[src/rtl/rv32_muldiv_pkg.sv]
// Shared definitions for the RV32M multi-cycle multiply/divide sequencer.
// Optional Q18.14 fixed-point multiply is enabled by defining RV32_MULDIV_FXMUL_EN.
package rv32_muldiv_pkg;

  // op_in encoding: [2:0] is the RV32M funct3, [3] selects the fixed-point multiply
  localparam logic [3:0] RV32_MULDIV_OP_MUL    = 4'd0;
  localparam logic [3:0] RV32_MULDIV_OP_MULH   = 4'd1;
  localparam logic [3:0] RV32_MULDIV_OP_MULHSU = 4'd2;
  localparam logic [3:0] RV32_MULDIV_OP_MULHU  = 4'd3;
  localparam logic [3:0] RV32_MULDIV_OP_DIV    = 4'd4;
  localparam logic [3:0] RV32_MULDIV_OP_DIVU   = 4'd5;
  localparam logic [3:0] RV32_MULDIV_OP_REM    = 4'd6;
  localparam logic [3:0] RV32_MULDIV_OP_REMU   = 4'd7;
  localparam logic [3:0] RV32_MULDIV_OP_FXMUL  = 4'b1000;

  // Quotient returned for a divide by zero
  localparam logic [31:0] RV32_MULDIV_EARLY_ONES = 32'hFFFF_FFFF;

  typedef enum logic [1:0] {IDLE, BUSY, FIXUP, DONE} state_e;

  // Magnitude of a 32-bit operand; 0x80000000 maps to 2^31, which still fits unsigned
  function automatic logic [31:0] mag32(input logic [31:0] v, input logic is_signed);
    return (is_signed && v[31]) ? (32'd0 - v) : v;
  endfunction

endpackage

[src/rtl/rv32_muldiv_step.sv]
// One combinational iteration of the shared datapath: shift-add for multiply,
// restoring subtract-compare for divide. {hi,lo} is the 64-bit working register.
module rv32_muldiv_step (
  input  logic        is_div_in,
  input  logic [31:0] operand_in,
  input  logic [31:0] hi_in,
  input  logic [31:0] lo_in,
  output logic [31:0] hi_out,
  output logic [31:0] lo_out
);

  logic [32:0] sum;
  logic [32:0] shifted;
  logic        ge;
  logic [31:0] diff;

  // Multiply: add multiplicand if lo[0], shift right. Divide: shift left, trial subtract.
  always_comb begin
    sum     = {1'b0, hi_in} + (lo_in[0] ? {1'b0, operand_in} : 33'd0);
    shifted = {hi_in, lo_in[31]};
    ge      = (shifted >= {1'b0, operand_in});
    // Remainder stays below the divisor, so the true difference fits in 32 bits
    diff    = shifted[31:0] - operand_in;
    hi_out  = '0;
    lo_out  = '0;
    if (is_div_in) begin
      hi_out = ge ? diff : shifted[31:0];
      lo_out = {lo_in[30:0], ge};
    end else begin
      hi_out = sum[32:1];
      lo_out = {sum[0], lo_in[31:1]};
    end
  end

endmodule

[src/rtl/rv32_muldiv_seq.sv]
// RV32M multiply/divide sequencer beside the execute-stage ALU.
// Handshakes: an op is accepted on a clock edge where valid_in && ready_out && !flush_in;
// a result is consumed on an edge where valid_out && ready_in. result_out is stable while
// valid_out is high. flush_in aborts anything in flight and discards the result.
// Define RV32_MULDIV_FXMUL_EN to enable the Q18.14 fixed-point multiply on op_in[3].
module rv32_muldiv_seq
  import rv32_muldiv_pkg::*;
#(
  parameter int BITS_PER_CYCLE = 1
) (
  input  logic        clk,
  input  logic        reset_n,
  input  logic        flush_in,
  input  logic        valid_in,
  output logic        ready_out,
  input  logic [3:0]  op_in,
  input  logic [31:0] rs1_value_in,
  input  logic [31:0] rs2_value_in,
  output logic        valid_out,
  input  logic        ready_in,
  output logic [31:0] result_out,
  output state_e      dbg_state_out
);

  localparam int ITER  = 32 / BITS_PER_CYCLE;
  localparam int CNT_W = (ITER > 1) ? $clog2(ITER) : 1;

  state_e             state_q, state_d;
  logic [CNT_W-1:0]   count_q, count_d;
  logic [31:0]        hi_q, hi_d, lo_q, lo_d, opnd_q, opnd_d, result_q, result_d;
  logic [2:0]         f3_q, f3_d;
  logic               is_div_q, is_div_d, neg_res_q, neg_res_d, neg_rem_q, neg_rem_d;
`ifdef RV32_MULDIV_FXMUL_EN
  logic               fx_q, fx_d;
`endif

  // Accept-side decode
  logic [2:0]  f3;
  logic        div_op, sa, sb, neg_a, neg_b, early;
  logic [31:0] mag_a, mag_b, early_val;

  // Fixup-side values
  logic [63:0] prod, prod_s;
  logic [31:0] quot, rem, fix_val;

  logic [31:0] hi_chain [BITS_PER_CYCLE+1];
  logic [31:0] lo_chain [BITS_PER_CYCLE+1];

  assign hi_chain[0] = hi_q;
  assign lo_chain[0] = lo_q;

  for (genvar i = 0; i < BITS_PER_CYCLE; i++) begin : g_step
    rv32_muldiv_step u_step (
      .is_div_in  (is_div_q),
      .operand_in (opnd_q),
      .hi_in      (hi_chain[i]),
      .lo_in      (lo_chain[i]),
      .hi_out     (hi_chain[i+1]),
      .lo_out     (lo_chain[i+1])
    );
  end

  // Decode the incoming op: operand signedness, magnitudes, early-out detection
  always_comb begin
    f3     = op_in[2:0];
    div_op = f3[2];
    sa     = ({1'b0, f3} == RV32_MULDIV_OP_MULH) || ({1'b0, f3} == RV32_MULDIV_OP_MULHSU) ||
             ({1'b0, f3} == RV32_MULDIV_OP_DIV)  || ({1'b0, f3} == RV32_MULDIV_OP_REM);
    sb     = ({1'b0, f3} == RV32_MULDIV_OP_MULH) ||
             ({1'b0, f3} == RV32_MULDIV_OP_DIV)  || ({1'b0, f3} == RV32_MULDIV_OP_REM);
`ifdef RV32_MULDIV_FXMUL_EN
    if (op_in[3]) begin
      sa     = 1'b1;
      sb     = 1'b1;
      div_op = 1'b0;
    end
`endif
    mag_a     = mag32(rs1_value_in, sa);
    mag_b     = mag32(rs2_value_in, sb);
    neg_a     = sa & rs1_value_in[31];
    neg_b     = sb & rs2_value_in[31];
    early     = 1'b0;
    early_val = '0;
    if (div_op && (rs2_value_in == 32'd0)) begin
      early     = 1'b1;
      early_val = f3[1] ? rs1_value_in : RV32_MULDIV_EARLY_ONES;
    end else if (div_op && sa && (rs1_value_in == 32'h8000_0000) &&
                 (rs2_value_in == RV32_MULDIV_EARLY_ONES)) begin
      early     = 1'b1;
      early_val = f3[1] ? 32'd0 : 32'h8000_0000;
    end
`ifndef RV32_MULDIV_FXMUL_EN
    // Extended op without the fixed-point option is illegal: finish at once with 0
    if (op_in[3]) begin
      early     = 1'b1;
      early_val = '0;
    end
`endif
  end

  // Sign correction and result selection applied in FIXUP
  always_comb begin
    prod   = {hi_q, lo_q};
    prod_s = neg_res_q ? (64'd0 - prod) : prod;
    quot   = neg_res_q ? (32'd0 - lo_q) : lo_q;
    rem    = neg_rem_q ? (32'd0 - hi_q) : hi_q;
    if (is_div_q)                                 fix_val = f3_q[1] ? rem : quot;
    else if ({1'b0, f3_q} == RV32_MULDIV_OP_MUL)  fix_val = prod_s[31:0];
    else                                          fix_val = prod_s[63:32];
`ifdef RV32_MULDIV_FXMUL_EN
    if (fx_q) fix_val = prod_s[45:14];
`endif
  end

  // Next-state logic; flush_in overrides every transition
  always_comb begin
    state_d   = state_q;
    count_d   = count_q;
    hi_d      = hi_q;
    lo_d      = lo_q;
    opnd_d    = opnd_q;
    f3_d      = f3_q;
    is_div_d  = is_div_q;
    neg_res_d = neg_res_q;
    neg_rem_d = neg_rem_q;
    result_d  = result_q;
`ifdef RV32_MULDIV_FXMUL_EN
    fx_d      = fx_q;
`endif
    case (state_q)
      IDLE: begin
        if (valid_in && !flush_in) begin
          f3_d      = f3;
          is_div_d  = div_op;
          neg_res_d = neg_a ^ neg_b;
          neg_rem_d = neg_a;
          hi_d      = '0;
          lo_d      = div_op ? mag_a : mag_b;
          opnd_d    = div_op ? mag_b : mag_a;
          count_d   = CNT_W'(ITER - 1);
`ifdef RV32_MULDIV_FXMUL_EN
          fx_d      = op_in[3];
`endif
          if (early) begin
            result_d = early_val;
            state_d  = DONE;
          end else begin
            state_d  = BUSY;
          end
        end
      end
      BUSY: begin
        hi_d    = hi_chain[BITS_PER_CYCLE];
        lo_d    = lo_chain[BITS_PER_CYCLE];
        count_d = count_q - CNT_W'(1);
        if (count_q == '0) state_d = FIXUP;
      end
      FIXUP: begin
        result_d = fix_val;
        state_d  = DONE;
      end
      DONE: begin
        if (ready_in) state_d = IDLE;
      end
      default: state_d = IDLE;
    endcase
    if (flush_in) state_d = IDLE;
  end

  // Sequencer state and datapath registers
  always_ff @(posedge clk or negedge reset_n) begin
    if (!reset_n) begin
      state_q   <= IDLE;
      count_q   <= '0;
      hi_q      <= '0;
      lo_q      <= '0;
      opnd_q    <= '0;
      f3_q      <= '0;
      is_div_q  <= 1'b0;
      neg_res_q <= 1'b0;
      neg_rem_q <= 1'b0;
      result_q  <= '0;
`ifdef RV32_MULDIV_FXMUL_EN
      fx_q      <= 1'b0;
`endif
    end else begin
      state_q   <= state_d;
      count_q   <= count_d;
      hi_q      <= hi_d;
      lo_q      <= lo_d;
      opnd_q    <= opnd_d;
      f3_q      <= f3_d;
      is_div_q  <= is_div_d;
      neg_res_q <= neg_res_d;
      neg_rem_q <= neg_rem_d;
      result_q  <= result_d;
`ifdef RV32_MULDIV_FXMUL_EN
      fx_q      <= fx_d;
`endif
    end
  end

  assign ready_out     = (state_q == IDLE);
  assign valid_out     = (state_q == DONE);
  assign result_out    = result_q;
  assign dbg_state_out = state_q;

endmodule

[config.mk]
export PLATFORM = sky130hd
export DESIGN_NAME = rv32_muldiv_seq
export DESIGN_NICKNAME = d
export VERILOG_FILES = /design/src/rtl/rv32_muldiv_pkg.sv /design/src/rtl/rv32_muldiv_step.sv /design/src/rtl/rv32_muldiv_seq.sv
export SDC_FILE = /design/constraint.sdc
export NUM_CORES = 1
export LEC_CHECK = 0
export ABC_AREA = 1
export BUFFER_PORTS_ARGS = -buffer_cell sky130_fd_sc_hd__buf_4
export CAP_MARGIN = 20
export CELL_PAD_IN_SITES_DETAIL_PLACEMENT = 1
export CELL_PAD_IN_SITES_GLOBAL_PLACEMENT = 1
export CORE_UTILIZATION = 44
export DETAILED_ROUTE_END_ITERATION = 10
export GPL_TIMING_DRIVEN = 1
export HOLD_SLACK_MARGIN = 0.12
export PLACE_DENSITY_LB_ADDON = 0.2
export SYNTH_ARGS = -nofsm -noshare
export SYNTH_HDL_FRONTEND = slang
export SYNTH_HIERARCHICAL = 1
export SYNTH_SLANG_ARGS = --single-unit
[constraint.sdc]
create_clock -name clk -period 5.3 [get_ports clk]
set_input_delay 1.325 -clock clk [delete_from_list [all_inputs] [get_ports clk]]
set_output_delay 1.325 -clock clk [all_outputs]
set_load 0.03 [all_outputs]
* Yosys cells after proc, flatten, opt, wreduce, memory -nomap -nowiden
Index checks and enable logic that the tools add are counted.
Word-level totals: bits in registers 141, logic and storage cells 96, output and inout port bits 36
Operators by class: magnitude comparators 1, multiplexer cells 37, reductions and logical operators 23, bitwise gates (word level) 3, add/sub/neg operators 8, eq/ne operators 14
Operators with widths (number):
- two-way mux 32 bit | 22
- case mux 32 bit (2 select lines) | 3
- subtractor 1 x 32 -> 32 bit, first input constant | 4
- == test 32 bit, second input constant | 2
- two-way mux 64 bit | 1
- subtractor 1 x 64 -> 64 bit, first input constant | 1
- adder 32 x 33 -> 33 bit | 1
- >= comparator 33 x 32 -> 1 bit | 1
- logical NOT 32 bit | 1
- subtractor 32 bit | 1
- two-way mux 2 bit | 5
- case mux 5 bit (2 select lines) | 1
- case mux 2 bit (4 select lines) | 1
- logical AND 1 bit | 7
- == test 3 bit, second input constant | 2
- != test 3 x 2 -> 1 bit, second input constant | 2
- AND reduction 3 bit | 2
- logical NOT 5 bit | 1
- logical OR 1 bit | 5
- two-way mux 5 bit | 1
- subtractor 5 x 1 -> 5 bit, second input constant | 1
- == test 2 bit, second input constant | 2
- != test 2 x 1 -> 1 bit, second input constant | 2
- AND reduction 2 bit | 2
- 11 further kinds | 15

* Longest topological paths before layout
word-level depth 14, depth in mapped cells 19, depth with buffers taken out 18

* Modules after synthesis
Netlist, hierarchy kept.
By module, submodules not included:
- rv32_muldiv_seq | instances 1, area each 12849.8 um2, seq. area each 3503.4 um2, cells an instance 2067
- rv32_muldiv_step | instances 1, area each 6164.7 um2, seq. area each 0.0 um2, cells an instance 1274

* Worst setup path before layout
Ideal clock, no wire load.
path kind input -> register, from input rs2_value_in[0], to register result_q[28], in the netlist result_out[28], cell stages on the path 12, required time 5.180 ns, path buffers 1, setup slack 2.438 ns, data arrival time 2.742 ns, setup time 0.120 ns, path through inv_1 ha_1 nand3_1 nor2_4 nand2_1 nor2_1 nand2_1 nand4_2 nand2_4 buf_4 a21oi_2 a21oi_2
Between the ends: word-level cells in the longest chain between the ends 8, elaborated cells between the ends (all ways) 15, classes of those cells eq/ne (2); mux (9); reduce/logical (4)
Ends and longest elaborated chain:
- from (decl) | RTL line rv32_muldiv_seq.sv:18 | input logic [31:0] rs2_value_in,
- == test 32 bit | RTL line rv32_muldiv_seq.sv:88 | (rs2_value_in == RV32_MULDIV_EARLY_ONES)) begin
- logical AND 1 bit | RTL line rv32_muldiv_seq.sv:87 | end else if (div_op && sa && (rs1_value_in == 32'h8000_0000) &&
- two-way mux 32 bit | RTL line rv32_muldiv_seq.sv:87
- two-way mux 32 bit | RTL line rv32_muldiv_seq.sv:84 | if (div_op && (rs2_value_in == 32'd0)) begin
- two-way mux 32 bit | RTL line rv32_muldiv_seq.sv:94 | if (op_in[3]) begin
- two-way mux 32 bit | RTL line rv32_muldiv_seq.sv:144 | if (early) begin
- two-way mux 32 bit | RTL line rv32_muldiv_seq.sv:132 | if (valid_in && !flush_in) begin
- case mux 32 bit (2 select lines) | RTL line rv32_muldiv_seq.sv:130 | case (state_q)
- to (signal assigned) | RTL line rv32_muldiv_seq.sv:196 | result_q <= result_d;
- to (decl) | RTL line rv32_muldiv_seq.sv:30 | logic [31:0] hi_q, hi_d, lo_q, lo_d, opnd_q, opnd_d, result_q, result_d;
Several ways; a longest one is shown, not always the timed one. The select of a mux whose other input is x is not followed. A chain may end at the register's enable or synchronous reset.

==> reports/metrics.cfg <==
[setup_path]
path_common_cell=nand2_1
crit_slowest_cell=dfrtp_1
critPathCaptureType=flip-flop
cp-start-kind=flip-flop
critPathTopFamily=simple AND/OR/NAND/NOR gates
crit-reg2reg-launch=lo_q[0]
crit_chain=nand2_1 -> inv_1 -> ha_1 -> fa_1 -> nand2_1 -> nand2_1 -> and2_1 -> a21oi_1 -> inv_1 -> nand2_1 -> nand3_1 -> nand2_1 -> nand2_1 -> nand2_1 -> nand2_1 -> nand2_1 -> o21ai_0
crit_buf_inv=2
critical_path_class=flip-flop to flip-flop
cp.arrival_ns=3.97
critPathLaunch=lo_q[0]
max_stage_delay_ns=0.78
cp_max_fo=34
required_ns=5.60

[detailed_routing]
first_pass_iters=6
wl_met1_mm=37.09
wl_met3_mm=7.949
vias_per_cell=6.022
wl_mm=96.63
ant_nets=0
routed.top_layer=met5
drt-wirelength-per-cell_um=24.40
wl_met2_mm=43.44
drc=0
vias=23850
drt_iter0_markers=2379

[final_layout]
diodes=0
drive_gt1_share_pct=8.779
fin_area_um2=20710
post-route-util_pct=48.93
area_growth_syn_to_layout_pct=8.910
nets=3521

[die]
die-area_um2=44050
num_io_pins=109
start_util_pct=44.93
rows=75
die_y_um=209.9
die_x_um=209.9
core-area_um2=42320

[clock_tree]
clkLatencyLatePin_ns=0.46
ctsResizeCount=0
cts.htree.levels=4
clockBufferDepth=2
numCtsBuffers=17
cts_setup_buffers=0
clkTransAtPathRegs_ns=0.07
cts_hold_buffers=0
root_buffer=clkbuf_16
cts_sinks=140
cts_tree=built

[synthesis]
synth_top_area_cell=nand2_1
syn_nets=3491
yosysWarnings=6
synth_cell_types=60
synth_area_leaders=nand2_1 22%, dfrtp_1 18%, nand3_1 9.2%
synth.ff_latch_count=140
async_reset_ff_share_pct=100.0
syn_inst=3341
synth-main-ff-cell=dfrtp_1
syn_avg_cell_area_um2=5.691
synthesis.area_um2=19010
ys_seq_area_share_pct=18.42
synth_edf_count=0
synth_top_area_share_pct=21.93

[placement]
gp_congestion=1.042
hpwlAfterDp_mm=77.88
portBuffers=108
place_area_um2=20110

[sta]
hold_viol=0
rsz0062_at_grt=no
worst_hold_slack_ns=0.5150
slew_headroom_pct=30.47
finalMaxSlewViolations=0
worst_pin_slew_ns=1.043
layout_min_cycle_time_ns=3.663
clock_skew_ns=0.01867
totalNegativeSetupSlack_ns=0
post-route-period-util_pct=69.12
fmax_ghz=0.2730
setup_viol=0

[grt]
grt_use_total_pct=44.00
grt_overflow_total=0
antenna_found_initial=2
grt_max_degree=84
first_global_vias=24210
grt_pass1_wl_mm=146.1

[outcome]
status=complete, no violations

[worst_hold_path]
min_path_type=flip-flop to flip-flop
hold_start=count_q[4]

[power_and_ir_drop]
finalPower_mw=15.05
ir_worst_vdd_uv=443.7
p_leak_nw=10.85
p_per_area_nw_per_um2=726.6

[run]
maxCapViolCount=0

==> worst reg2reg max path, cell delays in order, from the launching register on <==
cell and delay (ns):
dfrtp_1 0.78, nand2_1 0.24, inv_1 0.07, ha_1 0.28, fa_1 0.52, nand2_1 0.10, nand2_1 0.07, and2_1 0.20
a21oi_1 0.43, inv_1 0.09, nand2_1 0.12, nand3_1 0.15, nand2_1 0.11, nand2_1 0.05, nand2_1 0.06, nand2_1 0.08
nand2_1 0.08, o21ai_0 0.09
==> stage by stage <==
step | setup WS (ns) | instances
2_1_floorplan | 2.438 | 3341
3_3_place_gp | 1.518 | 3928
3_5_place_dp | 1.405 | 3929
4_1_cts | 1.734 | 3960
5_1_grt | 1.390 | 3960
6_report | 1.637 | 3960
==> flip-flops by register name (all words and copies together), names as in the netlist <==
signal	count
neg_res_q	1
f3_q	3
count_q	5
opnd_q	32
hi_q	32
dbg_state_out	2
lo_q	32
result_out	32
neg_rem_q	1
==> logic make-up after synthesis <==
kind of cell	synth area share [%]
flops	18.42
compound gates	14.38
xor+xnor	4.330
simple gates	45.56
buf+inv	12.15
fa+ha+maj	5.146
==> final timing paths <==
| kind | endpoint | slack, ns | cells past startpoint |
|---|---|---|---|
| setup / recovery | hi_q[31] | 1.64 | 17 |
| setup reg to reg | hi_q[31] | 1.64 | 17 |
| max in group asynchronous | hi_q[28] | 3.23 | 2 |
| min in group asynchronous | count_q[0] | 0.90 | 1 |
| hold / removal | count_q[4] | 0.51 | 2 |
| hold reg to reg | count_q[4] | 0.51 | 2 |
==> area by class of cell <==
type,instances,area (um^2)
Fill cell,6118,21610
Clock inverter,12,148.9
Tap cell,577,721.9
Clock buffer,19,452.9
Sequential cell,140,3508
Inverter,448,1688
Timing Repair Buffer,126,969.7
Multi-Input combinational cell,2638,13220
==> power breakdown <==
part | internal [mW] | total [mW] | switching (mW)
logic | 3.26 | 11.0 | 7.78
registers | 1.56 | 2.72 | 1.16
clock network | 0.729 | 1.28 | 0.550
total | 5.55 | 15.0 | 9.50
==> cells in the mapped netlist (all sizes together) (4+ instances only) <==
library cell  number
clkinv             5
ha                75
nor2             366
xor2              74
nand4             50
nand3b            39
a21o               4
a31oi              6
a21oi            197
nand2           1126
a22oi             15
o221ai             6
inv              443
nand3            354
o21bai             7
o21ai            174
nor4               8
xnor2             20
clkbuf            54
buf               61
and2               4
dfrtp            140
o211ai            40
or2               16
o21a               6
nor3              38
==> metal layers <==
layer / up-vias / GRT usage, %
met3: 371 / 7.586
met4: 4 / 32.34
met1: 11470 / 52.93
li1: 10800 / -
met5: - / 0
met2: 1202 / 70.76
==> cells in the final DEF, fill, tap and decap left out, drive strengths merged, types with 4 or more instances in the layout <==
cell	instances
a21o	4
a21oi	197
a22oi	15
a31oi	6
and2	4
buf	126
clkbuf	19
clkinv	7
dfrtp	140
ha	75
inv	450
nand2	1126
nand3	354
nand3b	39
nand4	50
nor2	366
nor3	38
nor4	8
o211ai	40
o21a	6
o21ai	174
o21bai	7
o221ai	6
or2	16
xnor2	20
xor2	74
Note: power is estimated with default switching activity, not from simulation.
